===== src/rtl/gpio_apb_pkg.sv =====
// Shared register map, ID constant and bus FSM encoding for the APB GPIO completer.
package gpio_apb_pkg;

    localparam logic [7:0] OFF_DATA_OUT   = 8'h00;
    localparam logic [7:0] OFF_DIR        = 8'h04;
    localparam logic [7:0] OFF_DATA_IN    = 8'h08;
    localparam logic [7:0] OFF_IRQ_EN     = 8'h0C;
    localparam logic [7:0] OFF_IRQ_STATUS = 8'h10;
    localparam logic [7:0] OFF_EDGE_SEL   = 8'h14;
    localparam logic [7:0] OFF_ID         = 8'h30;

    localparam logic [31:0] ID_VALUE = 32'h4750_494F;

    localparam logic [1:0] IDLE   = 2'b00;
    localparam logic [1:0] SETUP  = 2'b01;
    localparam logic [1:0] ACCESS = 2'b10;

    function automatic logic offset_known(input logic [7:0] off);
        case (off)
            OFF_DATA_OUT, OFF_DIR, OFF_DATA_IN, OFF_IRQ_EN,
            OFF_IRQ_STATUS, OFF_EDGE_SEL, OFF_ID: offset_known = 1'b1;
            default:                              offset_known = 1'b0;
        endcase
    endfunction

endpackage


===== src/rtl/gpio_edge_sync.sv =====
// Pin synchroniser, edge detector and sticky interrupt status with W1C clear.
module gpio_edge_sync
    import gpio_apb_pkg::*;
#(
    parameter int GPIO_W = 8
) (
    input  logic              clk,
    input  logic              rst,
    input  logic [GPIO_W-1:0] edge_sel,
    input  logic [GPIO_W-1:0] clr_mask,
    input  logic              clr_en,
    input  logic [GPIO_W-1:0] gpio_in,
    output logic [GPIO_W-1:0] data_in,
    output logic [GPIO_W-1:0] status
);

    logic [GPIO_W-1:0] sync1_q, sync2_q, prev_q;
    logic [GPIO_W-1:0] status_q, status_d;
    logic [GPIO_W-1:0] rise, fall, hit, clr;

    assign rise = sync2_q & ~prev_q;
    assign fall = ~sync2_q & prev_q;
    assign hit  = (rise & edge_sel) | (fall & ~edge_sel);
    assign clr  = clr_mask & {GPIO_W{clr_en}};

    // Edge set is OR-ed after the clear so a coincident edge survives the W1C.
    assign status_d = (status_q & ~clr) | hit;

    always_ff @(posedge clk or posedge rst) begin
        if (rst) begin
            sync1_q  <= '0;
            sync2_q  <= '0;
            prev_q   <= '0;
            status_q <= '0;
        end else begin
            sync1_q  <= gpio_in;
            sync2_q  <= sync1_q;
            prev_q   <= sync2_q;
            status_q <= status_d;
        end
    end

    assign data_in = sync2_q;
    assign status  = status_q;

endmodule


===== src/rtl/apb_gpio_slave.sv =====
// APB3 completer for a GPIO block: wait-state bus FSM, register file and error decode.
//   state  | meaning
//   IDLE   | no transfer; waiting for a setup phase (PSEL=1, PENABLE=0)
//   SETUP  | setup seen; current cycle is the first access cycle
//   ACCESS | counting down wait states until the completing cycle
module apb_gpio_slave
    import gpio_apb_pkg::*;
#(
    parameter int GPIO_W      = 8,
    parameter int WAIT_STATES = 1
) (
    input  logic              PCLK,
    input  logic              PRESET,
    input  logic              PSEL,
    input  logic              PENABLE,
    input  logic [31:0]       PADDR,
    input  logic              PWRITE,
    input  logic [31:0]       PWDATA,
    output logic [31:0]       PRDATA,
    output logic              PREADY,
    output logic              PSLVERR,
    input  logic [GPIO_W-1:0] gpio_in,
    output logic [GPIO_W-1:0] gpio_out,
    output logic [GPIO_W-1:0] gpio_oe,
    output logic              irq
);

    localparam logic [3:0] WS = 4'(WAIT_STATES);

    logic [1:0]        state_q, state_d;
    logic [3:0]        cnt_q, cnt_d;
    logic              pready_q, pready_d;
    logic              pslverr_q, pslverr_d;
    logic [31:0]       prdata_q, prdata_d;
    logic [GPIO_W-1:0] data_out_q, data_out_d;
    logic [GPIO_W-1:0] dir_q, dir_d;
    logic [GPIO_W-1:0] irq_en_q, irq_en_d;
    logic [GPIO_W-1:0] edge_sel_q, edge_sel_d;
    logic [GPIO_W-1:0] data_in, status, wdata;
    logic [7:0]        offset;
    logic              addr_err, commit, clr_en;
    logic [31:0]       rdata;
    logic              unused_bits;

    assign offset      = {PADDR[7:2], 2'b00};
    assign addr_err    = (PADDR[31:8] != 24'd0) || !offset_known(offset);
    assign wdata       = PWDATA[GPIO_W-1:0];
    assign commit      = pready_q && !pslverr_q && PSEL && PENABLE && PWRITE;
    assign clr_en      = commit && (offset == OFF_IRQ_STATUS);
    assign unused_bits = ^{PADDR[1:0], PWDATA};

    gpio_edge_sync #(.GPIO_W(GPIO_W)) u_edge_sync (
        .clk      (PCLK),
        .rst      (PRESET),
        .edge_sel (edge_sel_q),
        .clr_mask (wdata),
        .clr_en   (clr_en),
        .gpio_in  (gpio_in),
        .data_in  (data_in),
        .status   (status)
    );

    always_comb begin
        rdata = '0;
        case (offset)
            OFF_DATA_OUT:   rdata[GPIO_W-1:0] = data_out_q;
            OFF_DIR:        rdata[GPIO_W-1:0] = dir_q;
            OFF_DATA_IN:    rdata[GPIO_W-1:0] = data_in;
            OFF_IRQ_EN:     rdata[GPIO_W-1:0] = irq_en_q;
            OFF_IRQ_STATUS: rdata[GPIO_W-1:0] = status;
            OFF_EDGE_SEL:   rdata[GPIO_W-1:0] = edge_sel_q;
            OFF_ID:         rdata = ID_VALUE;
            default:        rdata = '0;
        endcase
        if (addr_err) rdata = '0;
    end

    // PREADY is registered, so it is raised one edge ahead of the completing cycle.
    always_comb begin
        state_d  = state_q;
        cnt_d    = cnt_q;
        pready_d = 1'b0;
        case (state_q)
            IDLE: begin
                if (PSEL && !PENABLE) begin
                    state_d  = SETUP;
                    cnt_d    = WS;
                    pready_d = (WS == 4'd0);
                end
            end
            SETUP, ACCESS: begin
                if (!PSEL || !PENABLE || pready_q) begin
                    state_d = IDLE;
                end else begin
                    state_d  = ACCESS;
                    cnt_d    = cnt_q - 4'd1;
                    pready_d = (cnt_q == 4'd1);
                end
            end
            default: state_d = IDLE;
        endcase
        prdata_d  = pready_d ? rdata : 32'd0;
        pslverr_d = pready_d && addr_err;
    end

    always_comb begin
        data_out_d = data_out_q;
        dir_d      = dir_q;
        irq_en_d   = irq_en_q;
        edge_sel_d = edge_sel_q;
        if (commit) begin
            case (offset)
                OFF_DATA_OUT: data_out_d = wdata;
                OFF_DIR:      dir_d      = wdata;
                OFF_IRQ_EN:   irq_en_d   = wdata;
                OFF_EDGE_SEL: edge_sel_d = wdata;
                default:      ;
            endcase
        end
    end

    always_ff @(posedge PCLK or posedge PRESET) begin
        if (PRESET) begin
            state_q    <= IDLE;
            cnt_q      <= '0;
            pready_q   <= 1'b0;
            pslverr_q  <= 1'b0;
            prdata_q   <= '0;
            data_out_q <= '0;
            dir_q      <= '0;
            irq_en_q   <= '0;
            edge_sel_q <= '0;
        end else begin
            state_q    <= state_d;
            cnt_q      <= cnt_d;
            pready_q   <= pready_d;
            pslverr_q  <= pslverr_d;
            prdata_q   <= prdata_d;
            data_out_q <= data_out_d;
            dir_q      <= dir_d;
            irq_en_q   <= irq_en_d;
            edge_sel_q <= edge_sel_d;
        end
    end

    assign PRDATA   = prdata_q;
    assign PREADY   = pready_q;
    assign PSLVERR  = pslverr_q;
    assign gpio_out = data_out_q;
    assign gpio_oe  = dir_q;
    assign irq      = |(status & irq_en_q);

endmodule


===== config.mk =====
export PLATFORM = sky130hd
export DESIGN_NAME = apb_gpio_slave
export DESIGN_NICKNAME = d
export VERILOG_FILES = /design/src/rtl/gpio_apb_pkg.sv /design/src/rtl/gpio_edge_sync.sv /design/src/rtl/apb_gpio_slave.sv
export SDC_FILE = /design/constraint.sdc
export NUM_CORES = 1
export LEC_CHECK = 0
export BUFFER_PORTS_ARGS = -buffer_cell sky130_fd_sc_hd__clkbuf_2
export CORE_UTILIZATION = 30
export CTS_CLUSTER_DIAMETER = 150
export DETAILED_ROUTE_END_ITERATION = 10
export PLACE_DENSITY = 0.63
export REMOVE_ABC_BUFFERS = 1
export SKIP_LAST_GASP = 1
export SLEW_MARGIN = 20
export SYNTH_ARGS = -nofsm -noshare
export SYNTH_HDL_FRONTEND = slang
export SYNTH_HIERARCHICAL = 1
export SYNTH_SLANG_ARGS = --single-unit

===== constraint.sdc =====
create_clock -name PCLK -period 1.9 [get_ports PCLK]
set_input_delay 0.38 -clock PCLK [delete_from_list [all_inputs] [get_ports PCLK]]
set_output_delay 0.38 -clock PCLK [all_outputs]
set_load 0.02 [all_outputs]

==> After elaboration in Yosys (flattened, before gate mapping) <==
Index checks and enable logic that the tools add are counted.
{ "op_classes": {"addsub": 1, "mul": 0, "div_mod_pow": 0, "n_lt_le_gt_ge": 0, "n_eq_ne": 11, "shift": 0, "mux": 13, "bitwise": 13, "reduce_logical": 26} }
{ "op_table": {"columns": ["cell", "n"], "rows": [
  ["$mux 32", 2],
  ["$and 8x8->8", 7],
  ["$pmux 8 s7", 1],
  ["$not 8->8", 4],
  ["$reduce_bool 24->1", 1],
  ["$mux 23", 1],
  ["$or 8x8->8", 2],
  ["$eq 6x2->1 const B", 2],
  ["$eq 6x3->1 const B", 2],
  ["$logic_not 8->1", 1],
  ["$mux 4", 2],
  ["$pmux 4 s2", 1],
  ["$reduce_and 2->1", 4],
  ["$reduce_or 8->1", 1],
  ["$logic_and 1x1->1", 7],
  ["$reduce_or 7->1", 1],
  ["$eq 6x1->1 const B", 1],
  ["$eq 6x4->1 const B", 1],
  ["$eq 4x1->1 const B", 1],
  ["$logic_not 1->1", 4],
  ["$mux 2", 2],
  ["$ne 2x2->1 const B", 2],
  ["$pmux 2 s2", 1],
  ["$sub 4x1->4 const B", 1],
  ["8 further kinds", 12]
]} }
{ "totals": {"regBits": 104, "latch_bits": 0, "mem_bits_rw": 0, "rom_bits": 0, "input_bits": 77, "output_inout_bits": 51, "wordCells": 77, "memories": 0} }

==> Logic depth before layout (Yosys ltp) <==
Gate-level depths: netlist of the first run.
{ "depth": {"word_depth": 10, "ltp_mapped": 6, "mapped_depth_nobuf": 6} }

==> By module <==
The synthesis of the first run kept the hierarchy.
{ "modules_own_cells": {"columns": ["mod", "n_inst", "cells_per_inst", "area_per_inst_um2", "seq_area_each_um2"], "rows": [
  ["apb_gpio_slave", 1, 210, 2587.5, 1226.2],
  ["gpio_edge_sync", 1, 65, 1034.7, 800.8]
]} }

==> Least setup slack after synthesis of the first run <==
Ideal clock, no wire load.
{ "synth_timing": {"path_kind": "input to register", "start": "input port PADDR[5]", "end": "register u_edge_sync.status_q[0] (netlist: u_edge_sync/status[0])", "setup_time_ns": 0.124, "t_arrival_ns": 1.869, "t_required_ns": 1.776, "path_slack_ns": -0.093, "path_stages": 5, "n_path_buf": 0, "cell_sequence": "or4b_4 > nor3_1 > and2_1 > a21boi_0 > a211o_1"} }
{ "synth_via": {"elab_chain_cells": 6} }
{ "synth_rtl": {"columns": ["item", "line_no", "text"], "rows": [
  ["start: declaration", "apb_gpio_slave.sv:16", "input logic [31:0] PADDR,"],
  ["$eq 6x3->1", "apb_gpio_slave.sv:49", "assign clr_en = commit && (offset == OFF_IRQ_STATUS);"],
  ["$logic_and 1x1->1", "apb_gpio_slave.sv:49", null],
  ["named net clr_en", "apb_gpio_slave.sv:41", "logic addr_err, commit, clr_en;"],
  ["$and 8x8->8", "gpio_edge_sync.sv:24", "assign clr = clr_mask & {GPIO_W{clr_en}};"],
  ["$not 8->8", "gpio_edge_sync.sv:27", "assign status_d = (status_q & ~clr) | hit;"],
  ["$and 8x8->8", "gpio_edge_sync.sv:27", null],
  ["$or 8x8->8", "gpio_edge_sync.sv:27", null],
  ["named net u_edge_sync.status_d[0]", "gpio_edge_sync.sv:18", "logic [GPIO_W-1:0] status_q, status_d;"],
  ["end signal: assignment", "gpio_edge_sync.sv:39", "status_q <= status_d;"],
  ["end: declaration", "gpio_edge_sync.sv:18", null]
]} }
The timed path passes the listed nets, and every way through them passes these cells.
A chain may end at the register's enable or synchronous reset.

==> Worst setup path after layout of the first run <==
{ "layout_timing": {"start": "register u_edge_sync.status_q[2] (netlist: u_edge_sync/status[2])", "end": "output port irq"} }
{ "layout_via": {"elab_chain_cells": 2} }
{ "layout_rtl": {"columns": ["item", "line_no", "text"], "rows": [
  ["$and 8x8->8", "apb_gpio_slave.sv:151", "assign irq = |(status & irq_en_q);"],
  ["$reduce_or 8->1", "apb_gpio_slave.sv:151", null],
  ["end: declaration", "apb_gpio_slave.sv:25", "output logic irq"]
]} }
No other way between the ends.

==> results of run 1 <==
[how the worst max path moves through the flow]
stage | from | to | depth (start not counted)
6_report | u_edge_sync/status[2] | irq | 3
5_1_grt | state_q[1] | PRDATA[3] | 8
4_1_cts | state_q[0] | cnt_q[2] | 7
2_1_floorplan | PADDR[5] | u_edge_sync/status[0] | 5
3_5_place_dp | PADDR[25] | PRDATA[7] | 7
3_3_place_gp | PADDR[25] | PRDATA[7] | 7
[cell families (layout without fill, tap and decap cells)]
logic type,Yosys count,after routing,synth area share [%]
compound gates,46,46,9.05
fa+ha+maj,5,5,1.73
buf+inv,32,137,5.73
flops,81,81,56.0
mux,40,40,14.9
other cells,1,15,0.104
simple gates,70,70,12.5
[registers in the layout, summed over array words and instances, names as in the netlist, 2 cells and up]
| name | count |
|---|---|
| u_edge_sync/sync1_q | 8 |
| PRDATA | 9 |
| edge_sel_q | 8 |
| irq_en_q | 8 |
| state_q | 2 |
| gpio_out | 8 |
| u_edge_sync/data_in | 8 |
| gpio_oe | 8 |
| u_edge_sync/prev_q | 8 |
| u_edge_sync/status | 8 |
| cnt_q | 4 |
[synth_stat cells (5+ instances only)]
master	n	area [um2]
buf_4	23	173
a211o_1	8	70.1
a22oi_1	7	52.6
mux2_2	31	349
inv_1	7	26.3
and3b_1	8	70.1
o21ai_0	10	50.1
mux4_2	8	180
a31oi_1	5	31.3
nor2_1	13	48.8
dfrtp_1	81	2030
a21boi_0	9	67.6
nand2_1	18	67.6
ha_1	5	62.6
[metrics by stage]
| step | area (um2) | cells | hold slack, ns | utilization (%) | setup TNS (ns) |
|---|---|---|---|---|---|
| after global placement | 4330 | 521 | 0.332 | 37.2 | -5.21 |
| after global routing | 4670 | 537 | 0.138 | 40.2 | 0 |
| final | 4670 | 537 | 0.101 | 40.2 | 0 |
| after detailed placement | 4330 | 521 | 0.336 | 37.2 | -5.68 |
| after CTS | 4650 | 537 | 0.118 | 40.1 | 0 |
| after floorplan | 3490 | 264 | 0.331 | - | -0.744 |
[area by class of cell]
class	instances	area [um2]
well taps	143	179
clock inverters	5	85.1
repair buffers	114	653
inverters	7	26.3
multi-input cells	176	1460
fillers	1106	6940
clock buffers	11	243
flip-flops and latches	81	2030
[what timing repair did]
item / in CTS / in global routing
hold buffers: 0 / 0
setup endpoints to repair: 1 / 10
resized for setup: 1 / 5
[critical path: cells and delay by family, from the launching register on]
family / cells / cell delay, ns
AO/OA/AOI/OAI: 1 / 0.28
flip-flops: 1 / 0.41
AND/OR/NAND/NOR: 1 / 0.20
buffers and inverters: 1 / 0.20
[power groups by stage]
| stage | Sequential (mW) | Clock, mW | Combinational [mW] |
|---|---|---|---|
| after floorplan | 1.89 | 0 | 0.314 |
| after global placement | 1.90 | 0 | 0.526 |
| after detailed placement | 1.90 | 0 | 0.548 |
| after CTS | 1.87 | 1.93 | 0.552 |
| after global routing | 1.89 | 2.02 | 0.637 |
| final | 1.87 | 1.88 | 0.560 |
[per-layer routing]
| layer | GRT usage [%] | vias up |
|---|---|---|
| met2 | 24.3 | 99 |
| li1 | - | 1216 |
| met5 | 0 | - |
| met3 | 4.08 | 4 |
| met1 | 21.1 | 1324 |
| met4 | 3.69 | 0 |
==> flow_metrics.env, run 1 <==
export IMPL_status="finished, violations left"
export IMPL_violations="design-rule violations"
export IMPL_ys_flop_type="dfrtp_1"
export IMPL_area_growth_pct=29.0
export IMPL_synth_avg_cell_area_um2=13.2
export IMPL_period_needed_ns=1.81
export IMPL_highest_layer="met4"
export IMPL_core_um2=11600
export IMPL_firstDrtPassIters=10
export IMPL_synth_area_um2=3620
export IMPL_rsz0062_at_grt="no"
export IMPL_post_route_drc_count=11
export IMPL_swShare_pct=24.4
export IMPL_drtAntennaViolNets=0
export IMPL_finalNetCount=471
export IMPL_wl_met1_mm=4.07
export IMPL_htree_levels=3
export IMPL_wl_met2_mm=4.39
export IMPL_cts_tree="built"
export IMPL_cp_max_fo=3
export IMPL_setup_viol=0
export IMPL_worst_slack_ns=0.0909
export IMPL_worstMarginPinSlew_ns=0.575
export IMPL_place_congestion=0.807
export IMPL_num_io_pins=128
export IMPL_fin_skew_ns=0.00857
export IMPL_power_frac_seq_pct=43.4
export IMPL_synth_edf_count=0
export IMPL_worstPathArrival_ns=1.43
export IMPL_avgViaCountPerCell=4.92
export IMPL_cp_end_kind="primary output"
export IMPL_timing_rr_start="state_q[0]"
export IMPL_p_switching_mw=1.05
export IMPL_yosysSeqAreaShare_pct=56.0
export IMPL_grt_max_degree=33
export IMPL_slew_violations=0
export IMPL_ff2ff_setup_slack_ns=0.17
export IMPL_cp_data_required_time_ns=1.52
export IMPL_syn_inst=275
export IMPL_ir_drop_uv=463
export IMPL_pwr_share_comb_pct=13.0
export IMPL_drt_initial_drc_count=161
export IMPL_cts_max_path_buffers=2
export IMPL_dr_wl_met3_um=636
export IMPL_dp_hpwl_mm=6.96
export IMPL_antenna_found_initial=0
export IMPL_antennaDiodeCount=0
export IMPL_layout_commonest_cell="clkbuf_2"
export IMPL_rr_endpoint="PRDATA[7]"
export IMPL_overflow=0
export IMPL_cp_slowest_cell="dfrtp_1"
export IMPL_yosysWarnings=6
export IMPL_hold_path_class="in -> async"
export IMPL_crit_type="reg -> out"
export IMPL_die_w_um=112
export IMPL_cap_violations=0
export IMPL_slew_headroom_pct=61.6
export IMPL_grt_pass1_vias=2577
export IMPL_rr_worst_depth=8
export IMPL_p_per_area_nw_per_um2=923
export IMPL_num_rows=39
export IMPL_clkSinkCount=81
export IMPL_cts_setup_buffers=0
export IMPL_grtUsageTotal_pct=15.4
export IMPL_clockPowerShare_pct=43.6
export IMPL_wirelength_mm=9.14
export IMPL_p_total_mw=4.31
export IMPL_start_util_pct=31.2
export IMPL_cp_start_kind="register"
export IMPL_final_layout_size_suffix_gt1_share_pct=45.7
export IMPL_dieHeight_um=112
export IMPL_fmax_mhz=553
export IMPL_hold_viol=0
export IMPL_num_vias=2643
export IMPL_io_buffers=86
export IMPL_numCtsBuffers=9
export IMPL_p_leak_nw=2.29
export IMPL_dieArea_um2=12500
export IMPL_path_clk_slew_ns=0.06
export IMPL_root_buffer="clkbuf_16"
export IMPL_post_synth_num_cell_types=46
export IMPL_layout_common_cells="86 x clkbuf_2, 81 x dfrtp_1, 31 x mux2_2"
export IMPL_clock_latency_ns=0.34
export IMPL_cp_slowest_stage_delay_ns=0.41
export IMPL_grt_pass1_wl_mm=14.3
export IMPL_asyncSetResetFlopFracSynth_pct=100
export IMPL_place_ws_ns=-0.198
export IMPL_p_int_mw=3.26
export IMPL_ys_seq_elements=81
export IMPL_wl_per_cell_um=17.0
export IMPL_critical_path_cell_chain="a22oi_1 > nand4_1 > clkbuf_2"
export IMPL_period_share_pct=95.2
Power figures use the tool's default switching activity.
==> run 2: changes to the inputs <==
--- a/config.mk
+++ b/config.mk
@@ -9,7 +9,6 @@
 export CORE_UTILIZATION = 30
 export CTS_CLUSTER_DIAMETER = 150
 export DETAILED_ROUTE_END_ITERATION = 10
-export PLACE_DENSITY = 0.63
 export REMOVE_ABC_BUFFERS = 1
 export SKIP_LAST_GASP = 1
 export SLEW_MARGIN = 20
==> constraint.sdc (replaced) <==
create_clock -name PCLK -period 1.9 [get_ports PCLK]
set_input_delay 0.19 -clock PCLK [delete_from_list [all_inputs] [get_ports PCLK]]
set_output_delay 0.19 -clock PCLK [all_outputs]
set_load 0.02 [all_outputs]
==> run 2 against run 1 <==
Critical path depth grew 4. The flow still finishes with violations (design-rule violations). Via count about the same. Largest cell class unchanged. Sequential power barely moved. Setup slack improved by 0.079 ns. Hold slack improved by 0.052 ns. Maximum frequency rose by 4.6%.
==> flow_metrics.env, run 2 (synthesis gave the netlist of run 1 again) <==
export IMPL_status="finished, violations left"
export IMPL_area_growth_pct=30.6
export IMPL_cts_tree="built"
export IMPL_cts_max_path_buffers=2
export IMPL_htree_levels=3
export IMPL_avgViaCountPerCell=4.86
export IMPL_clkSinkCount=81
export IMPL_worstPathArrival_ns=1.93
export IMPL_use_met1_pct=19.3
export IMPL_slew_violations=0
export IMPL_die_w_um=112
export IMPL_critical_path_most_common_cell="o21ai_0"
export IMPL_finalNetCount=479
export IMPL_layout_common_cells="86 x clkbuf_2, 81 x dfrtp_1, 31 x mux2_2"
export IMPL_fin_skew_ns=0.00837
export IMPL_p_leak_nw=2.32
export IMPL_cp_data_required_time_ns=2.10
export IMPL_cp_end_kind="register"
export IMPL_cp_slowest_cell="dfrtp_1"
export IMPL_cp_start_kind="register"
export IMPL_worstMarginPinSlew_ns=0.471
export IMPL_root_buffer="clkbuf_16"
export IMPL_wirelength_mm=8.71
export IMPL_dieHeight_um=112
export IMPL_hold_viol=0
export IMPL_num_vias=2642
export IMPL_start_util_pct=31.2
export IMPL_drtAntennaViolNets=0
export IMPL_numCtsBuffers=9
export IMPL_cp_slowest_stage_delay_ns=0.34
export IMPL_top_usage_layer="met2"
export IMPL_grt_pass1_vias=2769
export IMPL_clock_latency_ns=0.33
export IMPL_ir_drop_uv=404
export IMPL_critPathBufInv=2
export IMPL_dieArea_um2=12500
export IMPL_period_share_pct=91.1
export IMPL_final_layout_size_suffix_gt1_share_pct=44.1
export IMPL_core_um2=11600
export IMPL_crit_type="reg -> reg"
export IMPL_layout_commonest_cell="clkbuf_2"
export IMPL_firstDrtPassIters=11
export IMPL_place_congestion=0.820
export IMPL_cp_max_fo=7
export IMPL_grt_pass1_wl_mm=14.2
export IMPL_critical_path_cell_chain="inv_1 > ha_1 > buf_4 > nor4bb_4 > o21ai_2 > o21ai_0 > o21ai_0"
export IMPL_grt_max_degree=33
export IMPL_grtUsageMet2_pct=24.1
export IMPL_overflow=0
export IMPL_hold_path_class="in -> reg"
export IMPL_post_route_drc_count=6
export IMPL_crit_family="compound AO/OA/AOI/OAI gates"
export IMPL_holdWs_ns=0.153
export IMPL_io_buffers=86
export IMPL_violations="design-rule violations"
export IMPL_num_io_pins=128
export IMPL_largest_register_ffs=9
export IMPL_path_clk_slew_ns=0.06
export IMPL_drt_initial_drc_count=163
export IMPL_dp_hpwl_mm=6.51
export IMPL_num_fill_cells=1113
export IMPL_slew_headroom_pct=67.8
export IMPL_grtUsageTotal_pct=15.1
export IMPL_period_needed_ns=1.73
export IMPL_grt_use_met3_pct=3.97
export IMPL_antenna_found_initial=0
export IMPL_cts_setup_buffers=0
export IMPL_num_rows=39
export IMPL_dp_cells=520
export IMPL_p_per_area_nw_per_um2=882
export IMPL_fmax_mhz=578
export IMPL_wl_per_cell_um=16.0
export IMPL_antennaDiodeCount=0
export IMPL_setup_viol=0
export IMPL_instances_no_fill=544
export IMPL_cap_violations=0
[run 2: stage by stage]
stage / power (mW) / area, um2 / worst slack, ns / TNS [ns] / util (%)
global route: 4.40 / 4730 / -0.0255 / -0.0255 / 40.7
detailed placement: 2.45 / 4320 / -0.171 / -0.788 / 37.2
CTS: 4.21 / 4710 / 0.0319 / 0 / 40.6
global placement: 2.42 / 4320 / -0.0868 / -0.333 / 37.2
finish: 4.17 / 4730 / 0.170 / 0 / 40.7
floorplan: 2.21 / 3490 / 0.0970 / 0 / -
[run 2: worst register-to-register path: stages, from the launching register on]
cell and delay (ns):
dfrtp_1 0.34, inv_1 0.06, ha_1 0.29, buf_4 0.14, nor4bb_4 0.33, o21ai_2 0.14, o21ai_0 0.18, o21ai_0 0.12
[run 2: metal layers]
metal / routed length [um] / part of all wire, % / vias to the layer above
met4: 162 / 1.9 / 0
met3: 440 / 5.1 / 10
met1: 3860 / 44 / 1320
met2: 4240 / 49 / 84
met5: 0 / 0 / -
li1: - / - / 1228
[run 2: power breakdown]
part | leakage, nW | switching, mW | total [mW] | internal (mW)
clock | 0.148 | 0.627 | 1.70 | 1.08
sequential | 1.03 | 0.0652 | 1.87 | 1.81
combinational | 1.14 | 0.316 | 0.593 | 0.277
[run 2: area by class of cell]
cell class	count	area, um2	share of cell area (%)
clock buffer	12	256	5.42
clock inverter	3	40.0	0.847
inverter	7	26.3	0.556
multi-input combinational	176	1470	31.0
sequential	81	2030	42.9
tap	143	179	3.78
timing repair buffer	122	736	15.6
[run 2: final timing paths]
| kind | from | cells after the start | slack [ns] | end |
|---|---|---|---|---|
| max | state_q[0] | 7 | 0.17 | cnt_q[2] |
| min | PWDATA[3] | 2 | 0.15 | irq_en_q[3] |
| max reg2reg | state_q[0] | 7 | 0.17 | cnt_q[2] |
| min reg2reg | u_edge_sync/sync1_q[7] | 0 | 0.35 | u_edge_sync/data_in[7] |
| max in group asynchronous | PRESET | 4 | 1.07 | u_edge_sync/data_in[1] |
| min in group asynchronous | PRESET | 3 | 0.25 | gpio_oe[6] |
[run 2: what timing repair did]
item	4_1_cts	5_1_grt
hold buffers	9	0
hold endpoints to repair	89	0
pin swaps	0	1
setup endpoints to repair	2	5
resized for setup	2	3
